[src/rtl/blueintegral_matmul_seq.sv]
// rtl/blueintegral_matmul_seq.sv - command sequencer around the 2x2 binary matrix multiplier (optional MATSEQ_CHAIN_EN iteration)

// 2x2 binary matrix product; each entry is an unsigned sum in 0..2
module blueintegral_mat_mult (
   input  logic [3:0] i_a,
   input  logic [3:0] i_b,
   output logic [7:0] o_p
);
   // entry order in each nibble is {m00,m01,m10,m11}
   always_comb begin
      o_p[7:6] = {1'b0, i_a[3] & i_b[3]} + {1'b0, i_a[2] & i_b[1]};
      o_p[5:4] = {1'b0, i_a[3] & i_b[2]} + {1'b0, i_a[2] & i_b[0]};
      o_p[3:2] = {1'b0, i_a[1] & i_b[3]} + {1'b0, i_a[0] & i_b[1]};
      o_p[1:0] = {1'b0, i_a[1] & i_b[2]} + {1'b0, i_a[0] & i_b[0]};
   end
endmodule

module blueintegral_matmul_seq #(
   parameter int CNT_W = 4
) (
   input  logic             clk,
   input  logic             reset,
   input  logic [1:0]       cmd,
   input  logic [3:0]       data_in,
   input  logic [CNT_W-1:0] count,
   output logic [7:0]       result,
   output logic             busy,
   output logic             done,
   output logic             err
);
   localparam logic [1:0] CMD_NOP    = 2'b00;
   localparam logic [1:0] CMD_LOAD_A = 2'b01;
   localparam logic [1:0] CMD_LOAD_B = 2'b10;
   localparam logic [1:0] CMD_START  = 2'b11;

   typedef enum logic [1:0] {S_IDLE, S_MUL, S_DONE} state_t;

   state_t     r_state;
   state_t     w_state_nxt;
   logic [3:0] r_a;
   logic [3:0] r_b;
   logic       r_a_vld;
   logic       r_b_vld;
   logic [7:0] r_result;
   logic       r_err;
   logic [3:0] w_w;
   logic [7:0] w_prod;
   logic       w_last;
   logic       w_ld_a;
   logic       w_ld_b;
   logic       w_go;
   logic       w_fin;
   logic       w_iter;
   logic       w_err_set;

`ifdef MATSEQ_CHAIN_EN
   logic [3:0]       r_w;
   logic [CNT_W-1:0] r_rem;
   assign w_w    = r_w;
   assign w_last = (r_rem <= CNT_W'(1));
`else
   // single pass: the working operand is simply A, and count has no effect
   logic w_unused_sig;
   assign w_w          = r_a;
   assign w_last       = 1'b1;
   assign w_unused_sig = ^{count, w_iter};
`endif

   blueintegral_mat_mult u_mat_mult (
      .i_a (w_w),
      .i_b (r_b),
      .o_p (w_prod)
   );

   // state register
   always_ff @(posedge clk) begin
      if (reset) r_state <= S_IDLE;
      else       r_state <= w_state_nxt;
   end

   // next state, status outputs and datapath strobes
   always_comb begin
      w_state_nxt = r_state;
      busy        = 1'b0;
      done        = 1'b0;
      w_ld_a      = 1'b0;
      w_ld_b      = 1'b0;
      w_go        = 1'b0;
      w_fin       = 1'b0;
      w_iter      = 1'b0;
      w_err_set   = 1'b0;
      case (r_state)
         S_MUL: begin
            busy = 1'b1;
            // commands here are refused but never disturb the running multiply
            if (cmd != CMD_NOP) w_err_set = 1'b1;
            if (w_last) begin
               w_fin       = 1'b1;
               w_state_nxt = S_DONE;
            end else begin
               w_iter = 1'b1;
            end
         end
         default: begin
            // IDLE and DONE accept commands identically
            done        = (r_state == S_DONE);
            w_state_nxt = S_IDLE;
            case (cmd)
               CMD_LOAD_A: w_ld_a = 1'b1;
               CMD_LOAD_B: w_ld_b = 1'b1;
               CMD_START: begin
                  if (r_a_vld && r_b_vld) begin
                     w_go        = 1'b1;
                     w_state_nxt = S_MUL;
                  end else begin
                     w_err_set = 1'b1;
                  end
               end
               default: ;
            endcase
         end
      endcase
   end

   // operand, result and error registers
   always_ff @(posedge clk) begin
      if (reset) begin
         r_a      <= 4'h0;
         r_b      <= 4'h0;
         r_a_vld  <= 1'b0;
         r_b_vld  <= 1'b0;
         r_result <= 8'h00;
         r_err    <= 1'b0;
      end else begin
         if (w_ld_a) begin
            r_a     <= data_in;
            r_a_vld <= 1'b1;
         end
         if (w_ld_b) begin
            r_b     <= data_in;
            r_b_vld <= 1'b1;
         end
         if (w_fin)     r_result <= w_prod;
         if (w_err_set) r_err    <= 1'b1;
      end
   end

`ifdef MATSEQ_CHAIN_EN
   // working copy of A and remaining-iteration counter; A itself is never touched
   always_ff @(posedge clk) begin
      if (reset) begin
         r_w   <= 4'h0;
         r_rem <= '0;
      end else if (w_go) begin
         r_w   <= r_a;
         r_rem <= (count == '0) ? CNT_W'(1) : count;
      end else if (w_iter) begin
         // boolean reduction: any nonzero sum becomes 1
         r_w   <= {|w_prod[7:6], |w_prod[5:4], |w_prod[3:2], |w_prod[1:0]};
         r_rem <= r_rem - CNT_W'(1);
      end
   end
`endif

   assign result = r_result;
   assign err    = r_err;

endmodule

[config.mk]
export PLATFORM = sky130hd
export DESIGN_NAME = blueintegral_matmul_seq
export DESIGN_NICKNAME = d
export VERILOG_FILES = /design/src/rtl/blueintegral_matmul_seq.sv
export SDC_FILE = /design/constraint.sdc
export NUM_CORES = 1
export LEC_CHECK = 0
export BUFFER_PORTS_ARGS = -buffer_cell sky130_fd_sc_hd__buf_4
export CAP_MARGIN = 20
export CORE_MARGIN = 3
export CORE_UTILIZATION = 45
export CTS_CLUSTER_SIZE = 16
export DETAILED_ROUTE_END_ITERATION = 10
export PLACE_DENSITY = 0.7
export SYNTH_ARGS = -nofsm -noshare
export SYNTH_HDL_FRONTEND = slang
export SYNTH_SLANG_ARGS = --single-unit
[constraint.sdc]
create_clock -name clk -period 1.9 [get_ports clk]
set_input_delay 0.285 -clock clk [delete_from_list [all_inputs] [get_ports clk]]
set_output_delay 0.285 -clock clk [all_outputs]
set_load 0.01 [all_outputs]
=== Word-level counts from Yosys, hierarchy flattened ===
Index checks and enable logic that the tools add are counted.

* Flip-flop bits (word level): 21
* Word-level logic and storage cells: 42
* Output and inout bits: 11

* Eq/ne operators: 5
* Mux-type cells: 13
* Add/subtract/negate cells: 4
* Reduce and logical (&&, ||, !) cells: 3
* Bitwise operators: 9

{| class="wikitable"
|+ Operators by type and width
! kind !! count
|-
| $mux 1 || 12
|-
| $add 1x1->2 || 4
|-
| $and 1x1->1 || 8
|-
| $eq 2x2->1 const B || 3
|-
| $eq 2x1->1 const B || 2
|-
| $reduce_or 3->1 || 1
|-
| $mux 2 || 1
|-
| $reduce_bool 2->1 || 1
|-
| $logic_and 1x1->1 || 1
|-
| $not 1->1 || 1
|}

=== Logic depth before layout (Yosys ltp) ===
* Depth after elaboration: 4
* Depth in mapped cells: 5
* Mapped depth without buffers: 4

=== Cells and area by module ===
A second synthesis with hierarchy kept.

* Cells, all modules: 104
* Area total of the unflattened synthesis: 884.6 um^2

{| class="wikitable"
|+ By module, submodules not included
! module !! seq. area each (um^2) !! cells each !! area each (um^2) !! instances
|-
| blueintegral_matmul_seq || 420.4 || 92 || 784.5 || 1
|-
| blueintegral_mat_mult || 0.0 || 12 || 100.1 || 1
|}

=== Worst setup path after synthesis ===
OpenSTA, ideal clock, no wires.

* Path kind: register to register
* Start: register r_b[0]
* End: register r_result[0] (netlist: result[0])
* Library setup time: 134 ps
* Period minus slack after synthesis: 937 ps
* Buffers on the path: 0
* Arrival: 803 ps
* Cell stages (with the launch flop): 5
* Path slack: 963 ps
* Cell sequence: dfxtp_1 -> and2_1 -> ha_1 -> nand2_1 -> a21oi_1

* Cells in the longest elaborated chain, start to end: 2

{| class="wikitable"
|+ RTL lines
! item !! line !! text
|-
| from (decl) || 41 || <nowiki>logic [3:0] r_b;</nowiki>
|-
| from (signal assigned) || 140 || <nowiki>r_b <= data_in;</nowiki>
|-
| $and 1x1->1 || 14 || <nowiki>o_p[1:0] = {1'b0, i_a[1] & i_b[2]} + {1'b0, i_a[0] & i_b[0]};</nowiki>
|-
| $add 1x1->2 || 14 ||
|-
| net u_mat_mult.o_p[0] || 7 || <nowiki>output logic [7:0] o_p</nowiki>
|-
| to (signal assigned) || 143 || <nowiki>if (w_fin) r_result <= w_prod;</nowiki>
|-
| to (decl) || 44 || <nowiki>logic [7:0] r_result;</nowiki>
|}

The timed path passes the listed nets, and every way through them passes these cells.
A chain may end at the register's enable or synchronous reset.

=== Final worst setup path ===
* Start: register r_state[0]
* End: output port busy

* Cells in the longest elaborated chain, start to end: 2

{| class="wikitable"
|+ RTL lines
! item !! line !! text
|-
| from (decl) || 38 || <nowiki>state_t r_state;</nowiki>
|-
| from (signal assigned) || 78 || <nowiki>else r_state <= w_state_nxt;</nowiki>
|-
| $eq 2x1->1 || 92 || <nowiki>case (r_state)</nowiki>
|-
| $mux 1 || 92 ||
|-
| to (decl) || 27 || <nowiki>output logic busy,</nowiki>
|}

No other way between the ends.

==> key figures <==
Outcome
  – Status: finished clean

Clock network
  – Number of buffers inserted during clock tree synthesis: 3
  – Insertion delay of the later-clocked pin in the worst-skew pair: ~0.30 ns
  – Post-cts repair resize count: 0
  – Total number of clock tree sinks: 21
  – Post-CTS Hold Fix Bufs: 0
  – Clock tree from TritonCTS: yes
  – Buffer cell driving the clock tree root: sky130_fd_sc_hd__clkbuf_4
  – Setup bufs post-CTS: 0
  – Clock tree buffer depth: 2
  – Clock H-tree levels: 1
  – Clock-pin transition on the worst setup and hold timing paths: approximately 0.12 ns

Placement
  – Total instance count after detailed placement: around 140
  – Gpl congestion: approximately 0.75
  – Dpl hpwl: between 1000 and 1500 um
  – Number of buffer cells added on primary ports: 18
  – Worst-case setup slack after placement: around 0.63 ns

Finish
  – Proportion of layout cells with a drive suffix above 1: 0.223
  – Final #Nets: approximately 140
  – Post-layout utilization of the core: 0.587
  – Growth of design area from synthesis to finish: 18.2%
  – Filler instances: 178
  – Antenna cells: 0
  – Non-filler cells in the finished layout: about 150

Die
  – Core box area: 0.00178 mm2
  – Die Span X: between 50 and 60 um
  – I/O Pins: 23
  – Number of core rows: 15
  – Effective utilization at floorplan: 0.496
  – Die outline height: ~50 um
  – Full die area: 0.00253 mm2

Synth
  – Sequential area share after synthesis: 0.475
  – Cell variety after synth: 21
  – Syn_nets: 120
  – Fraction of synthesized cell area taken by the top area cell type: 0.475
  – Number of synthesis warnings: 0
  – Synthesized area: ~880 um2
  – Cell types with the largest area share after synthesis: sky130_fd_sc_hd__dfxtp_1 (48%), sky130_fd_sc_hd__a21oi_1 (10%), sky130_fd_sc_hd__nand2_1 (7.2%), sky130_fd_sc_hd__and2_1 (5.7%), sky130_fd_sc_hd__ha_1 (5.7%)
  – Synthesized area per cell: between 8 and 9 um2
  – Cell type with the highest aggregate area in the netlist: sky130_fd_sc_hd__dfxtp_1
  – Yosys reg bits: 21
  – Mapped Cells: approximately 100

Worst setup path
  – Largest stage delay on the critical path: roughly 0.40 ns
  – Required time at the endpoint of the critical path: ~1.6 ns
  – Kind of critical path: flop to output pin
  – Cells traversed along the worst timing path: nand2b_4 -> inv_2 -> buf_4
  – Category of the worst setup path launch point: flop
  – Critical Path Fanout Max: 21
  – Sort of element at the end of the critical path: output pin
  – Cell with the biggest individual delay on the critical path: sky130_fd_sc_hd__dfxtp_1
  – Data arrival, critical path: ~1.3 ns

Timing
  – Setup repair after global routing missed its margin: no
  – Fin crit share: 0.845
  – Number of hold violations in the final report: 0
  – Worst slew pin tran: 0.268 ns
  – Slew Viols, Final: 0
  – Final Hold Slack: around 0.24 ns
  – Worst clock skew: a little under 0.009 ns
  – FMAX: between 600 and 700 MHz
  – Fin crit period: roughly 1.6 ns
  – Worst setup margin: 0.294 ns
  – Max_slew headroom: 0.821
  – Summed negative setup slack over all endpoints: 0 ns
  – Total of endpoints with negative setup slack in the final report: 0

Global route
  – Top Usage Layer GRT: met2
  – Met1 track demand over resource in global routing: 0.184
  – Global routing usage summed across all routing layers: 0.145
  – Total overflow reported by the global router: 0
  – Antenna violations before repair: 0
  – Maximum number of pins on one net before global-route repair: 22
  – Met2 GRT Util: 0.237
  – Global-route wire length before repair: ~2800 um
  – Via count of the first global-routing pass: between 600 and 700
  – Routing usage on met3: 0.0267

Min path
  – Class of the worst hold path: input port to flop

Run
  – Maximum Capacitance Violations: 0

Drt
  – Via total after detailed routing: roughly 730
  – Residual antenna-violating net count after detailed routing: 0
  – Routed via count divided by cell count: about 5
  – Number of search-and-repair iterations in the first detailed-routing pass: 4
  – Routed len/inst: 11.4 um
  – Drc violations: 0
  – Sum of routed wire length over all layers: 1660 um
  – Iteration-0 DRC Markers: 10

Pwr
  – Peak VDD IR: 0.000374 V
  – Leak pwr: 0.430 nW
  – Total power per unit cell area: around 700 mW/mm2
-- Yosys cell counts --
library cell               count
sky130_fd_sc_hd__dfxtp_1      21
sky130_fd_sc_hd__a21oi_1      18
sky130_fd_sc_hd__nand2_1      17
sky130_fd_sc_hd__nand3_1       9
sky130_fd_sc_hd__and2_1        8
sky130_fd_sc_hd__o21ai_0       8
sky130_fd_sc_hd__ha_1          4
sky130_fd_sc_hd__nor2_1        3
sky130_fd_sc_hd__and2b_2       2
sky130_fd_sc_hd__clkbuf_1      2
sky130_fd_sc_hd__nand2b_1      2
sky130_fd_sc_hd__a21oi_2       1
sky130_fd_sc_hd__a31oi_1       1
sky130_fd_sc_hd__buf_2         1
sky130_fd_sc_hd__buf_4         1
sky130_fd_sc_hd__buf_6         1
sky130_fd_sc_hd__inv_2         1
sky130_fd_sc_hd__nand2b_4      1
sky130_fd_sc_hd__nor2b_1       1
sky130_fd_sc_hd__nor3_1        1
sky130_fd_sc_hd__o21ai_2       1
-- flip-flops by register name, summed over array words and instances, names as in the netlist --
signal / count
r_state: 2
err: 1
r_b: 4
r_a_vld: 1
r_b_vld: 1
result: 8
r_a: 4
-- routing by layer --
| metal | vias to the layer above | part of all wire |
|---|---|---|
| met2 | 21 | 0.45 |
| met5 | - | 0 |
| met3 | 4 | 0.059 |
| met1 | 323 | 0.48 |
| li1 | 384 | - |
| met4 | 0 | 0.014 |
-- logic make-up after synthesis --
family                     after synthesis  synth area share
AOI/OAI and AO/OA                       29             0.174
adders and majority gates                4            0.0566
buffers and inverters                    6            0.0396
DFF                                     21             0.475
and+or+nand+nor                         44             0.255
-- layout make-up --
type	count	area (um2)	share of cell area
inverters	1	3.75	0.00359
repair buffers	18	135	0.129
flip-flops and latches	21	420	0.402
well taps	25	31.3	0.0299
clock buffers	4	26.3	0.0251
multi-input cells	77	429	0.410
-- worst max-delay path: cells and delay by family, from the launching register on --
family                 cells  cell delay [ns]
buffers and inverters      2             0.45
flip-flops                 1             0.40
AND/OR/NAND/NOR            1             0.17
-- cells in the final DEF (no fill, tap or decap), types with 2 or more instances in the layout --
master | synthesis | routed
sky130_fd_sc_hd__a21oi_1 | 18 | 18
sky130_fd_sc_hd__and2_1 | 8 | 8
sky130_fd_sc_hd__and2b_2 | 2 | 2
sky130_fd_sc_hd__buf_4 | 1 | 18
sky130_fd_sc_hd__clkbuf_4 | 0 | 3
sky130_fd_sc_hd__dfxtp_1 | 21 | 21
sky130_fd_sc_hd__ha_1 | 4 | 4
sky130_fd_sc_hd__nand2_1 | 17 | 17
sky130_fd_sc_hd__nand2b_1 | 2 | 2
sky130_fd_sc_hd__nand3_1 | 9 | 9
sky130_fd_sc_hd__nor2_1 | 3 | 3
sky130_fd_sc_hd__o21ai_0 | 8 | 8
-- report_power, final --
part,internal (W),switching [W],total [W],leakage [nW]
Combinational,0.0000254,0.0000304,0.0000557,0.245
Clock,0.0000818,0.000133,0.000215,0.0150
Sequential,0.000453,0.00000707,0.000460,0.171
Total,0.000560,0.000170,0.000730,0.430
-- final timing paths --
check             startpoint  cells after the start         to  slack, ns
hold / removal    data_in[2]                      3     r_a[2]       0.24
setup reg to reg  r_state[0]                      4     r_a[0]       0.70
hold reg to reg    result[3]                      2  result[3]       0.46
setup / recovery  r_state[0]                      3       busy       0.29
-- through the flow --
step,total power [W],area (um2)
finish,0.000730,1050
global route,0.000762,1050
CTS,0.000730,1050
detailed placement,0.000525,1020
global placement,0.000523,1020
floorplan,0.000499,885
No activity file was read; power rests on OpenSTA's default activity.
